[src/rtl/vga_timing_pkg.sv]
// Shared 640x480@60 timing constants and the counter-range helper used by the
// VGA sync generator.
package vga_timing_pkg;

  localparam int CNT_W = 10;

  localparam int DEF_H_DISPLAY = 640;
  localparam int DEF_H_FRONT   = 16;
  localparam int DEF_H_SYNC    = 96;
  localparam int DEF_H_BACK    = 48;
  localparam int DEF_V_DISPLAY = 480;
  localparam int DEF_V_FRONT   = 10;
  localparam int DEF_V_SYNC    = 2;
  localparam int DEF_V_BACK    = 33;

  localparam int H_TOTAL  = DEF_H_DISPLAY + DEF_H_FRONT + DEF_H_SYNC + DEF_H_BACK;
  localparam int V_TOTAL  = DEF_V_DISPLAY + DEF_V_FRONT + DEF_V_SYNC + DEF_V_BACK;
  localparam int HS_START = DEF_H_DISPLAY + DEF_H_FRONT;
  localparam int HS_END   = HS_START + DEF_H_SYNC;
  localparam int VS_START = DEF_V_DISPLAY + DEF_V_FRONT;
  localparam int VS_END   = VS_START + DEF_V_SYNC;

  // Half-open interval test: lo <= v < hi.
  function automatic logic in_range(input logic [CNT_W-1:0] v, input int lo, input int hi);
    return (int'(v) >= lo) && (int'(v) < hi);
  endfunction

endpackage

[src/rtl/divisor_pixel.sv]
// Divides the system clock down to the pixel rate; tick is a combinational
// strobe on the last enabled cycle of each pixel period.
module divisor_pixel #(
  parameter int CLK_DIV = 4
) (
  input  logic reloj,
  input  logic resetM,
  input  logic enable,
  output logic tick
);

  localparam logic [3:0] DIV_LAST = 4'(CLK_DIV - 1);

  logic [3:0] div_q, div_d;

  always_comb begin
    div_d = div_q;
    tick  = 1'b0;
    if (enable) begin
      if (div_q == DIV_LAST) begin
        tick  = 1'b1;
        div_d = '0;
      end else begin
        div_d = div_q + 4'd1;
      end
    end
  end

  always_ff @(posedge reloj or posedge resetM) begin
    if (resetM) div_q <= '0;
    else        div_q <= div_d;
  end

endmodule

[src/rtl/vga_sync_gen.sv]
// VGA timing generator: pixel/line counters plus sync, blanking and strobe
// qualifiers, all registered together so they never skew against Qh/Qv.
module vga_sync_gen
  import vga_timing_pkg::*;
#(
  parameter int CLK_DIV     = 4,
  parameter int H_DISPLAY   = DEF_H_DISPLAY,
  parameter int H_FRONT     = DEF_H_FRONT,
  parameter int H_SYNC      = DEF_H_SYNC,
  parameter int H_BACK      = DEF_H_BACK,
  parameter int V_DISPLAY   = DEF_V_DISPLAY,
  parameter int V_FRONT     = DEF_V_FRONT,
  parameter int V_SYNC      = DEF_V_SYNC,
  parameter int V_BACK      = DEF_V_BACK,
  parameter bit SYNC_ACTIVE = 1'b0
) (
  input  logic             reloj,
  input  logic             resetM,
  input  logic             enable,
  output logic [CNT_W-1:0] Qh,
  output logic [CNT_W-1:0] Qv,
  output logic             hsync,
  output logic             vsync,
  output logic             video_on,
  output logic             pixel_tick,
  output logic             frame_start
);

  localparam int HS_START_P = H_DISPLAY + H_FRONT;
  localparam int HS_END_P   = HS_START_P + H_SYNC;
  localparam int VS_START_P = V_DISPLAY + V_FRONT;
  localparam int VS_END_P   = VS_START_P + V_SYNC;
  localparam logic [CNT_W-1:0] H_LAST = CNT_W'(HS_END_P + H_BACK - 1);
  localparam logic [CNT_W-1:0] V_LAST = CNT_W'(VS_END_P + V_BACK - 1);

  logic             tick;
  logic [CNT_W-1:0] qh_q, qh_d, qv_q, qv_d;
  logic             hsync_q, hsync_d, vsync_q, vsync_d;
  logic             video_on_q, video_on_d;
  logic             pixel_tick_q, frame_start_q, frame_start_d;

  divisor_pixel #(.CLK_DIV(CLK_DIV)) u_divisor_pixel (
    .reloj  (reloj),
    .resetM (resetM),
    .enable (enable),
    .tick   (tick)
  );

  // Qualifiers decode the next-state counters so they land on the same edge.
  always_comb begin
    qh_d          = qh_q;
    qv_d          = qv_q;
    hsync_d       = hsync_q;
    vsync_d       = vsync_q;
    video_on_d    = video_on_q;
    frame_start_d = 1'b0;
    if (tick) begin
      if (qh_q == H_LAST) begin
        qh_d = '0;
        qv_d = (qv_q == V_LAST) ? '0 : qv_q + 1'b1;
      end else begin
        qh_d = qh_q + 1'b1;
      end
      hsync_d       = in_range(qh_d, HS_START_P, HS_END_P) ? SYNC_ACTIVE : ~SYNC_ACTIVE;
      vsync_d       = in_range(qv_d, VS_START_P, VS_END_P) ? SYNC_ACTIVE : ~SYNC_ACTIVE;
      video_on_d    = in_range(qh_d, 0, H_DISPLAY) && in_range(qv_d, 0, V_DISPLAY);
      frame_start_d = (qh_d == '0) && (qv_d == '0);
    end
  end

  always_ff @(posedge reloj or posedge resetM) begin
    if (resetM) begin
      qh_q          <= '0;
      qv_q          <= '0;
      hsync_q       <= ~SYNC_ACTIVE;
      vsync_q       <= ~SYNC_ACTIVE;
      video_on_q    <= 1'b0;
      pixel_tick_q  <= 1'b0;
      frame_start_q <= 1'b0;
    end else begin
      qh_q          <= qh_d;
      qv_q          <= qv_d;
      hsync_q       <= hsync_d;
      vsync_q       <= vsync_d;
      video_on_q    <= video_on_d;
      pixel_tick_q  <= tick;
      frame_start_q <= frame_start_d;
    end
  end

  assign Qh          = qh_q;
  assign Qv          = qv_q;
  assign hsync       = hsync_q;
  assign vsync       = vsync_q;
  assign video_on    = video_on_q;
  assign pixel_tick  = pixel_tick_q;
  assign frame_start = frame_start_q;

endmodule

[config.mk]
export PLATFORM = sky130hd
export DESIGN_NAME = vga_sync_gen
export DESIGN_NICKNAME = d
export VERILOG_FILES = /design/src/rtl/vga_timing_pkg.sv /design/src/rtl/divisor_pixel.sv /design/src/rtl/vga_sync_gen.sv
export SDC_FILE = /design/constraint.sdc
export NUM_CORES = 1
export LEC_CHECK = 0
export CORE_ASPECT_RATIO = 1.2
export CORE_MARGIN = 2
export CORE_UTILIZATION = 49
export CTS_CLUSTER_SIZE = 30
export DETAILED_ROUTE_END_ITERATION = 10
export PLACE_DENSITY = 0.76
export SLEW_MARGIN = 5
export SYNTH_ARGS = -nofsm -noshare
export SYNTH_HDL_FRONTEND = slang
export SYNTH_HIERARCHICAL = 1
export SYNTH_SLANG_ARGS = --single-unit
[constraint.sdc]
create_clock -name reloj -period 2.25 [get_ports reloj]
set_input_delay 0.225 -clock reloj [delete_from_list [all_inputs] [get_ports reloj]]
set_output_delay 0.225 -clock reloj [all_outputs]
set_load 0.01 [all_outputs]
* Word-level counts from Yosys, hierarchy flattened
Index checks and enable logic that the tools add are counted.
Word-level totals: register bits 29, output and inout bits 25, input bits 3
Operators by class: reduce and logical (&&, ||, !) cells 6, add/sub/neg operators 3, equality and inequality tests 3, multiplexer cells 11, $lt $le $gt $ge 6
Operators by type and width (number):
- 10-bit two-way mux | 5
- 10-bit by 1-bit adder with 10-bit output, second input constant | 2
- 10-bit equality test, second input constant | 2
- 10-bit zero test | 2
- 10-bit < comparator, second input constant | 2
- 10-bit by 9-bit < comparator with 1-bit output, second input constant | 2
- 10-bit >= comparator, second input constant | 1
- 10-bit by 9-bit >= comparator with 1-bit output, second input constant | 1
- 1-bit two-way mux | 5
- 4-bit by 1-bit adder with 4-bit output, second input constant | 1
- 4-bit by 2-bit equality test with 1-bit output, second input constant | 1
- 1-bit logical AND | 4
- 4-bit two-way mux | 1

* Longest topological paths before layout
Gate-level depths: netlist of run 1.
depth in word-level cells 7, depth in mapped cells 9, depth with buffers taken out 8

* By module
Netlist of run 1, hierarchy kept.
Modules (own cells, without submodules):
- vga_sync_gen | cells an instance 209, area an instance 1796.7 um^2, instances 1
- divisor_pixel | cells an instance 17, area an instance 198.9 um^2, instances 1

* Least setup slack after synthesis of run 1
Ideal clock, no wire load.
path kind flip-flop to flip-flop, from register qv_q[0] (netlist: Qv[0]), to register vsync_q (netlist: vsync), arrival 2305 ps, required time 2167 ps, stages on the path, launching flop included 10, slack -139 ps, period minus slack after synthesis 2389 ps, cell sequence dfrtp_1 > inv_1 > ha_1 > or3b_2 > nor4_1 > buf_2 > nor2_1 > a221oi_2 > nand2_1 > o32a_1
On the way: longest elaborated chain between the ends 7, elaborated cells between the ends (all ways) 9, those cells by class add/sub: 1; order compare: 2; eq/ne: 1; mux: 4; reduce/logical: 1
Ends and longest elaborated chain:
- from (decl) | line vga_sync_gen.sv:37 | logic [CNT_W-1:0] qh_q, qh_d, qv_q, qv_d;
- from (signal assigned) | line vga_sync_gen.sv:82 | qv_q <= qv_d;
- 10-bit by 1-bit adder with 10-bit output / 10-bit equality test (equally long branches) | line vga_sync_gen.sv:60 | qv_d = (qv_q == V_LAST) ? '0 : qv_q + 1'b1;
- 10-bit two-way mux | line vga_sync_gen.sv:60
- 10-bit two-way mux (*) | line vga_sync_gen.sv:58 | if (qh_q == H_LAST) begin
- 10-bit two-way mux (*) | line vga_sync_gen.sv:57 | if (tick) begin
- 10-bit by 9-bit >= comparator with 1-bit output / 10-bit by 9-bit < comparator with 1-bit output (equally long branches) | line vga_timing_pkg.sv:25 | return (int'(v) >= lo) && (int'(v) < hi);
- 1-bit logical AND (*) | line vga_timing_pkg.sv:25
- 1-bit two-way mux (*) | line vga_sync_gen.sv:65 | vsync_d = in_range(qv_d, VS_START_P, VS_END_P) ? SYNC_ACTIVE : ~SYNC_ACTIVE;
- to (signal assigned) | line vga_sync_gen.sv:76 | vsync_q <= ~SYNC_ACTIVE;
- to (signal assigned) | line vga_sync_gen.sv:84 | vsync_q <= vsync_d;
- to (decl) | line vga_sync_gen.sv:38 | logic hsync_q, hsync_d, vsync_q, vsync_d;
Every way passes the cells marked *; elsewhere a longest branch is shown, timed or not. The select of a mux whose other input is x is not followed. A chain may end at the register's enable or synchronous reset.

* Worst setup path after layout of run 1
Ends and elaborated chain as after synthesis.

==> impl_metrics.env, run 1 <==
export IMPL_die_area_sq_um=4600
export IMPL_async_flop_share=1.00
export IMPL_timing_setup_tns_ns=0
export IMPL_cts_sinks=29
export IMPL_drive_gt1_frac=0.248
export IMPL_r2r_cells=8
export IMPL_avgSynthCellArea_sq_um=8.83
export IMPL_slew_limit_headroom=0.679
export IMPL_grt_pass1_wl_um=8370
export IMPL_die_w_um=62.3
export IMPL_finalHoldViolCount=0
export IMPL_power_density_nw_per_um2=652
export IMPL_highest_layer="met4"
export IMPL_period_minus_slack_ns=2.20
export IMPL_synth_nets=234
export IMPL_critPathLaunch="Qv[0]"
export IMPL_synth_top_area_cell="dfrtp_1"
export IMPL_skew_ns=0.00800
export IMPL_syn_area_sq_um=2000
export IMPL_routedWlPerCell_um=15.3
export IMPL_fin_util=0.666
export IMPL_crit_type="register to register"
export IMPL_avgViaCountPerCell=5.76
export IMPL_required_ns=2.45
export IMPL_rows=25
export IMPL_hp_class="primary input to asynchronous set/reset pin"
export IMPL_setup_violations=0
export IMPL_grt_use_total=0.235
export IMPL_netlist_area_leader_share=0.339
export IMPL_syn_inst=226
export IMPL_insertedDiodeCount=0
export IMPL_grt_max_degree=26
export IMPL_post_dp_hpwl_um=3620
export IMPL_gp_congestion=0.944
export IMPL_initial_core_util=0.510
export IMPL_cts_buffer_depth=2
export IMPL_clk_latency_ns=0.28
export IMPL_rsz0062_at_grt="yes"
export IMPL_fin_cells=332
export IMPL_leakage_uw=0.00104
export IMPL_dp_cells=318
export IMPL_cts_tree="built"
export IMPL_finalMaxSlewViolations=0
export IMPL_wl_um=5090
export IMPL_cts_buffers=5
export IMPL_htree_levels=2
export IMPL_first_iter_violations=88
export IMPL_synth_ff_type="dfrtp_1"
export IMPL_ant_nets=0
export IMPL_num_io_pins=28
export IMPL_dr_pass1_iters=4
export IMPL_ys_top_cells_by_count="27 x dfrtp_1, 25 x nand2_1, 21 x o21ai_0, 15 x nor2_1, 15 x xnor2_1"
export IMPL_place_ws_ns=-0.106
export IMPL_vias=1911
export IMPL_run_status="complete, no violations"
export IMPL_endpoint_kind="register"
export IMPL_critPathMaxFanout=4
export IMPL_drcViolationCount=0
export IMPL_synth_area_leaders="dfrtp_1 34%, xnor2_1 6.6%, o21ai_0 5.3%"
export IMPL_met3_length_um=231
export IMPL_wl_met1_um=2100
export IMPL_antenna_found_initial=0
export IMPL_ir_drop_mv=0.444
export IMPL_cp_arrival_ns=2.40
export IMPL_clk_pin_slew_ns=0.07
export IMPL_reg2reg_to="vsync"
export IMPL_clock_tree_root_cell="clkbuf_8"
export IMPL_port_buffers=27
export IMPL_area_delta_synth_final_pct=30.5
export IMPL_drv_cap=0
export IMPL_tightest_slew_ns=0.475
export IMPL_grt_overflow_total=0
export IMPL_ys_warn_count=6
export IMPL_fin_crit_sh=0.978
export IMPL_synth_most_common_cell="dfrtp_1"
export IMPL_core_sq_um=3910
export IMPL_start_kind="register"
export IMPL_wl_met2_um=2630
export IMPL_setup_ws_ns=0.0494
export IMPL_ys_seq_area_frac=0.365
export IMPL_fp_dieH_um=73.9
export IMPL_final_net_count=285
export IMPL_synth_seq_cells=29
export IMPL_rrSetupSlack_ns=0.05
export IMPL_synth_cell_types=55
export IMPL_grt_pass1_vias=1750
export IMPL_rr_startpoint="Qv[0]"
export IMPL_synth_edf_count=0
export IMPL_fmax_ghz=0.454
-- worst max-delay path by stage --
stage / end / cells after the start
2_1_floorplan: vsync / 9
3_3_place_gp: vsync / 9
3_5_place_dp: vsync / 8
4_1_cts: vsync / 8
5_1_grt: vsync / 8
6_report: vsync / 8
-- cell usage in the layout (no fill, tap or decap), drive strengths merged, types with 7 or more instances in the layout --
| cell type | count |
|---|---|
| buf | 32 |
| clkdlybuf4s50 | 27 |
| dfrtp | 27 |
| nand2 | 26 |
| o21ai | 23 |
| xnor2 | 15 |
| nor2 | 15 |
| nand3 | 11 |
| nand4 | 9 |
| inv | 9 |
| nor3 | 9 |
| clkbuf | 7 |
-- where the power goes --
part           total (uW)  internal [uW]  switching [uW]  leakage, uW
Clock                 484            276             208    0.0000542
Combinational         557            291             266     0.000611
Sequential            657            599            58.3     0.000372
-- layer usage --
metal,vias to the layer above,GRT usage
met5,-,0
met2,60,0.413
met4,0,0.106
li1,915,-
met1,923,0.293
met3,13,0.0322
-- through the flow --
step | cell area, sq um | hold slack [ns] | total power (uW)
global route | 2600 | 0.175 | 1800
global placement | 2420 | 0.452 | 1200
finish | 2600 | 0.153 | 1700
floorplan | 2000 | -0.00892 | 960
detailed placement | 2420 | 0.457 | 1220
CTS | 2540 | 0.158 | 1700
-- registers in the layout, summed over array words and instances (netlist names) --
register	flops
pixel_tick	1
Qv	10
hsync	1
u_divisor_pixel/div_q	4
vsync	1
Qh	10
video_on	1
frame_start	1
-- worst max-delay path, cell delays in order (launching register included) --
cell	delay [ns]
dfrtp_2	0.41
inv_2	0.06
ha_1	0.13
or3b_4	0.40
nor4_4	0.28
o21ai_1	0.14
a221oi_2	0.28
nand2_1	0.13
o32a_1	0.30
-- final cells by class --
type	instances	area, sq um
flip-flops and latches	29	731
fillers	333	1310
well taps	54	67.6
repair buffers	59	510
clock buffers	7	96.3
inverters	9	33.8
multi-input cells	173	1160
clock inverters	1	5.00
-- timing repair --
item,in CTS,in global routing
setup endpoints to repair,2,5
pin swaps,4,10
setup buffers,1,5
resized for setup,2,7
hold buffers,0,0
-- kinds of logic after synthesis --
group,Yosys count,synth area share
adder cells (fa/ha/maj),5,0.0313
XOR/XNOR,16,0.0702
AND/OR/NAND/NOR,99,0.275
flip-flops,29,0.365
multiplexers,6,0.0326
AO/OA/AOI/OAI,47,0.150
buffers and inverters,24,0.0765
(Power assumes the default switching activity.)
==> inputs of run 2 (changes only) <==
--- a/config.mk
+++ b/config.mk
@@ -10,6 +10,7 @@
 export CORE_UTILIZATION = 49
 export CTS_CLUSTER_SIZE = 30
 export DETAILED_ROUTE_END_ITERATION = 10
+export GPL_ROUTABILITY_DRIVEN = 0
 export PLACE_DENSITY = 0.76
 export SLEW_MARGIN = 5
 export SYNTH_ARGS = -nofsm -noshare
==> constraint.sdc (replaced) <==
create_clock -name reloj -period 2.25 [get_ports reloj]
set_input_delay 0.225 -clock reloj [delete_from_list [all_inputs] [get_ports reloj]]
set_output_delay 0.225 -clock reloj [all_outputs]
set_load 0.02 [all_outputs]
==> run 2 against run 1 <==
Maximum frequency is 0.49% lower. Cell count stayed put. Wire length is 0.96% lower. Clock power is 2% lower. Sequential cell count stayed put. Highest routed layer unchanged. Worst hold slack better by 0.0025 ns. Final area hardly changed. Count of clock-buffer cells in the layout stayed put. Power is 2.6% higher. Combinational power is 9.9% higher. Utilization is 0.064 points higher.
==> impl_metrics.env, run 2 (synthesized netlist as in run 1, its figures left out) <==
export IMPL_area_delta_synth_final_pct=30.6
export IMPL_fin_crit_sh=0.983
export IMPL_rows=25
export IMPL_num_io_pins=28
export IMPL_die_area_sq_um=4600
export IMPL_setup_violations=0
export IMPL_power_density_nw_per_um2=669
export IMPL_grt_pass1_vias=1854
export IMPL_grt_pass1_wl_um=8600
export IMPL_leakage_uw=0.00103
export IMPL_endpoint_kind="register"
export IMPL_grt_max_degree=26
export IMPL_port_buffers=27
export IMPL_initial_core_util=0.510
export IMPL_routedWlPerCell_um=15.2
export IMPL_die_w_um=62.3
export IMPL_grt_busiest_layer="met2"
export IMPL_insertedDiodeCount=0
export IMPL_finalMaxSlewViolations=0
export IMPL_fmax_ghz=0.452
export IMPL_clk_latency_ns=0.28
export IMPL_tightest_slew_ns=0.482
export IMPL_drv_cap=0
export IMPL_ir_drop_mv=0.455
export IMPL_clk_pin_slew_ns=0.06
export IMPL_placed_cell_area_sq_um=2470
export IMPL_grt_use_total=0.240
export IMPL_final_cell_mix="32 x buf_4, 27 x clkdlybuf4s50_1, 25 x nand2_1"
export IMPL_ant_nets=0
export IMPL_drive_gt1_frac=0.263
export IMPL_wl_um=5040
export IMPL_layout_commonest_cell="buf_4"
export IMPL_setup_ws_ns=0.0386
export IMPL_post_route_cell_area_sq_um=2610
export IMPL_cts_tree="built"
export IMPL_cts_sinks=29
export IMPL_skew_ns=0.00635
export IMPL_required_ns=2.43
export IMPL_rsz0062_at_grt="yes"
export IMPL_slew_limit_headroom=0.676
export IMPL_dr_pass1_iters=4
export IMPL_antenna_found_initial=0
export IMPL_final_net_count=285
export IMPL_period_minus_slack_ns=2.21
export IMPL_place_ws_ns=-0.0563
export IMPL_avgViaCountPerCell=5.69
export IMPL_critPathMaxFanout=4
export IMPL_crit_type="register to register"
export IMPL_post_dp_hpwl_um=3610
export IMPL_fp_dieH_um=73.9
export IMPL_cts_buffers=5
export IMPL_start_kind="register"
export IMPL_grt_overflow_total=0
export IMPL_r2r_cells=8
export IMPL_met1_usage=0.280
export IMPL_clock_tree_root_cell="clkbuf_8"
export IMPL_vias=1890
export IMPL_cts_buffer_depth=2
export IMPL_grt_use_met3=0.0459
export IMPL_core_sq_um=3910
export IMPL_cp_arrival_ns=2.39
export IMPL_drcViolationCount=0
export IMPL_met2_usage=0.446
export IMPL_finalHoldViolCount=0
export IMPL_hp_class="primary input to asynchronous set/reset pin"
export IMPL_htree_levels=2
export IMPL_hold_buffers=0
export IMPL_first_iter_violations=120
export IMPL_run_status="complete, no violations"
run 2: final timing paths:
check                       start                       end  slack (ns)
hold reg to reg             hsync                     hsync        0.49
setup reg to reg            Qv[0]               frame_start        0.04
hold / removal             resetM  u_divisor_pixel/div_q[1]        0.16
min in group reloj          hsync                     hsync        0.49
setup / recovery            Qv[0]               frame_start        0.04
max in group asynchronous  resetM                     vsync        1.62
run 2: what timing repair did:
action	in CTS	in global routing
gates resized for setup	0	3
buffers inserted	2	1
endpoints found under the setup margin	2	5
pin swaps	2	1
run 2: cell type report:
| type | count | area (sq um) |
|---|---|---|
| repair buffers | 59 | 510 |
| flip-flops and latches | 29 | 736 |
| inverters | 9 | 33.8 |
| clock buffers | 7 | 96.3 |
| multi-input cells | 173 | 1160 |
| fillers | 325 | 1300 |
| well taps | 54 | 67.6 |
| clock inverters | 1 | 5.00 |
run 2: power by group:
part | leakage, uW | total [uW] | internal [uW] | switching, uW
clock | 0.0000542 | 475 | 276 | 199
combinational | 0.000610 | 612 | 296 | 316
sequential | 0.000367 | 656 | 602 | 53.5
total | 0.00103 | 1740 | 1170 | 569
run 2: through the flow:
stage	power (uW)	util	TNS (ns)	cells	hold slack [ns]
after floorplan	1010	-	-0.109	226	-0.00892
after global placement	1250	0.632	0	321	0.449
after detailed placement	1260	0.632	-0.0947	321	0.451
after CTS	1760	0.661	0	331	0.153
after global routing	1850	0.667	-0.179	332	0.198
final	1740	0.667	0	332	0.156
run 2: metal layers:
layer / share of wire / up-vias
met1: 0.41 / 915
met4: 0.024 / 0
met2: 0.52 / 56
met3: 0.047 / 13
li1: - / 906
met5: 0 / -
run 2: worst max-delay path, cell delays in order (launching register included):
cell and delay, ns:
dfrtp_2 0.40, inv_2 0.05, ha_1 0.13, or3b_4 0.38, nor4_4 0.23, o21ai_1 0.15
a221oi_2 0.30, nand2_1 0.16, nor4_2 0.30
==> inputs of run 3 (changes only) <==
--- a/config.mk
+++ b/config.mk
@@ -5,13 +5,14 @@
 export SDC_FILE = /design/constraint.sdc
 export NUM_CORES = 1
 export LEC_CHECK = 0
+export ABC_CLOCK_PERIOD_IN_PS = 2250
 export CORE_ASPECT_RATIO = 1.2
 export CORE_MARGIN = 2
 export CORE_UTILIZATION = 49
 export CTS_CLUSTER_SIZE = 30
 export DETAILED_ROUTE_END_ITERATION = 10
 export GPL_ROUTABILITY_DRIVEN = 0
-export PLACE_DENSITY = 0.76
+export PLACE_DENSITY = 0.77
 export SLEW_MARGIN = 5
 export SYNTH_ARGS = -nofsm -noshare
 export SYNTH_HDL_FRONTEND = slang
==> run 3 against run 2 <==
Sequential share of layout area decreased by 0.14 points. Register-to-register slack improved by 0.07 ns. Power increased by 5.1%.
==> impl_metrics.env, run 3 (synthesized netlist as in run 1, its figures left out) <==
export IMPL_drcViolationCount=0
export IMPL_placed_cell_area_sq_um=2450
export IMPL_reg2reg_to="Qv[0]"
export IMPL_avgViaCountPerCell=5.69
export IMPL_clock_tree_root_cell="clkbuf_8"
export IMPL_leakage_uw=0.00103
export IMPL_setup_violations=0
export IMPL_post_dp_hpwl_um=3520
export IMPL_final_cell_mix="30 x buf_4, 27 x clkdlybuf4s50_1, 25 x nand2_1"
export IMPL_die_w_um=62.3
export IMPL_layout_commonest_cell="buf_4"
export IMPL_cp_arrival_ns=2.34
export IMPL_tightest_slew_ns=0.425
export IMPL_wl_um=4970
export IMPL_setup_ws_ns=0.109
export IMPL_period_minus_slack_ns=2.14
export IMPL_drive_gt1_frac=0.250
export IMPL_ir_drop_mv=0.632
export IMPL_place_ws_ns=-0.00996
export IMPL_rr_startpoint="Qh[6]"
export IMPL_crit_type="register to register"
export IMPL_critPathMaxFanout=11
export IMPL_post_route_cell_area_sq_um=2620
export IMPL_timing_setup_tns_ns=0
export IMPL_fmax_ghz=0.467
export IMPL_cts_buffer_depth=2
export IMPL_skew_ns=0.0103
export IMPL_fp_dieH_um=73.9
export IMPL_dr_pass1_iters=4
export IMPL_routedWlPerCell_um=15.1
export IMPL_core_sq_um=3910
export IMPL_cts_tree="built"
export IMPL_die_area_sq_um=4600
export IMPL_rows=25
export IMPL_slew_limit_headroom=0.717
export IMPL_crit_path_end="Qv[0]"
export IMPL_clk_pin_slew_ns=0.06
export IMPL_hp_class="primary input to asynchronous set/reset pin"
export IMPL_hold_buffers=0
export IMPL_start_kind="register"
export IMPL_final_net_count=283
export IMPL_grt_pass1_vias=1804
export IMPL_critPathLaunch="Qh[6]"
export IMPL_cts_sinks=29
export IMPL_htree_levels=2
export IMPL_rrSetupSlack_ns=0.11
export IMPL_endpoint_kind="register"
export IMPL_num_io_pins=28
export IMPL_cts_buffers=5
export IMPL_clk_latency_ns=0.29
export IMPL_grt_max_degree=26
export IMPL_ant_nets=0
export IMPL_grt_use_total=0.231
export IMPL_insertedDiodeCount=0
export IMPL_finalHoldViolCount=0
export IMPL_drv_cap=0
export IMPL_grt_overflow_total=0
export IMPL_required_ns=2.45
export IMPL_r2r_cells=4
export IMPL_port_buffers=27
export IMPL_run_status="complete, no violations"
export IMPL_fin_crit_sh=0.951
export IMPL_area_delta_synth_final_pct=31.0
export IMPL_grt_pass1_wl_um=8280
export IMPL_first_iter_violations=140
export IMPL_power_density_nw_per_um2=701
export IMPL_finalMaxSlewViolations=0
export IMPL_vias=1877
export IMPL_antenna_found_initial=0
export IMPL_initial_core_util=0.510
export IMPL_rsz0062_at_grt="yes"
-- run 3: changes by cell type in the layout (fill, tap and decap cells not counted), sizes merged --
cell and change:
clkinv -1, buf -2, bufinv +1
-- run 3: cell type report --
type / count / area, sq um
Clock buffer: 7 / 86.3
Clock inverter: 1 / 30.0
Fill cell: 343 / 1290
Inverter: 9 / 33.8
Multi-Input combinational cell: 173 / 1170
Sequential cell: 29 / 734
Tap cell: 54 / 67.6
Timing Repair Buffer: 57 / 495
-- run 3: report_power, final --
part	total [uW]	leakage [uW]	internal (uW)	switching, uW
registers	663	0.000368	602	60.8
logic	599	0.000607	291	308
clock network	570	0.0000585	361	210
-- run 3: worst min-delay path by stage --
stage	startpoint	endpoint	slack (ns)	cells past startpoint
2_1_floorplan	resetM	u_divisor_pixel/div_q[0]	-0.009	1
3_3_place_gp	resetM	u_divisor_pixel/div_q[0]	0.45	2
3_5_place_dp	resetM	u_divisor_pixel/div_q[3]	0.45	2
4_1_cts	resetM	u_divisor_pixel/div_q[2]	0.15	2
5_1_grt	resetM	u_divisor_pixel/div_q[3]	0.18	2
6_report	resetM	u_divisor_pixel/div_q[2]	0.15	2
-- run 3: per-layer routing --
layer,track usage,wire (um),share of wire
met2,0.397,2530,0.51
met4,0.121,115,0.023
met5,0,0,0
met3,0.0444,269,0.054
met1,0.279,2050,0.41
-- run 3: metrics by stage --
| step | util | total power [uW] | hold slack [ns] | std cells |
|---|---|---|---|---|
| finish | 0.669 | 1830 | 0.146 | 330 |
| global route | 0.669 | 1920 | 0.176 | 330 |
| CTS | 0.656 | 1830 | 0.146 | 326 |
| detailed placement | 0.626 | 1260 | 0.454 | 318 |
| global placement | 0.626 | 1240 | 0.450 | 318 |
| floorplan | - | 1010 | -0.00892 | 226 |
-- run 3: critical path, cell delays in order, from the launching register on --
cell and delay (ns):
dfrtp_2 0.39, or3_1 0.49, or3_4 0.49, or3_2 0.52, o21ai_0 0.17
-- run 3: timing repair --
action | 4_1_cts | 5_1_grt
setup endpoints to repair | 1 | 3
buffers inserted | 0 | 4
resized for setup | 0 | 5
pin swaps | 1 | 2
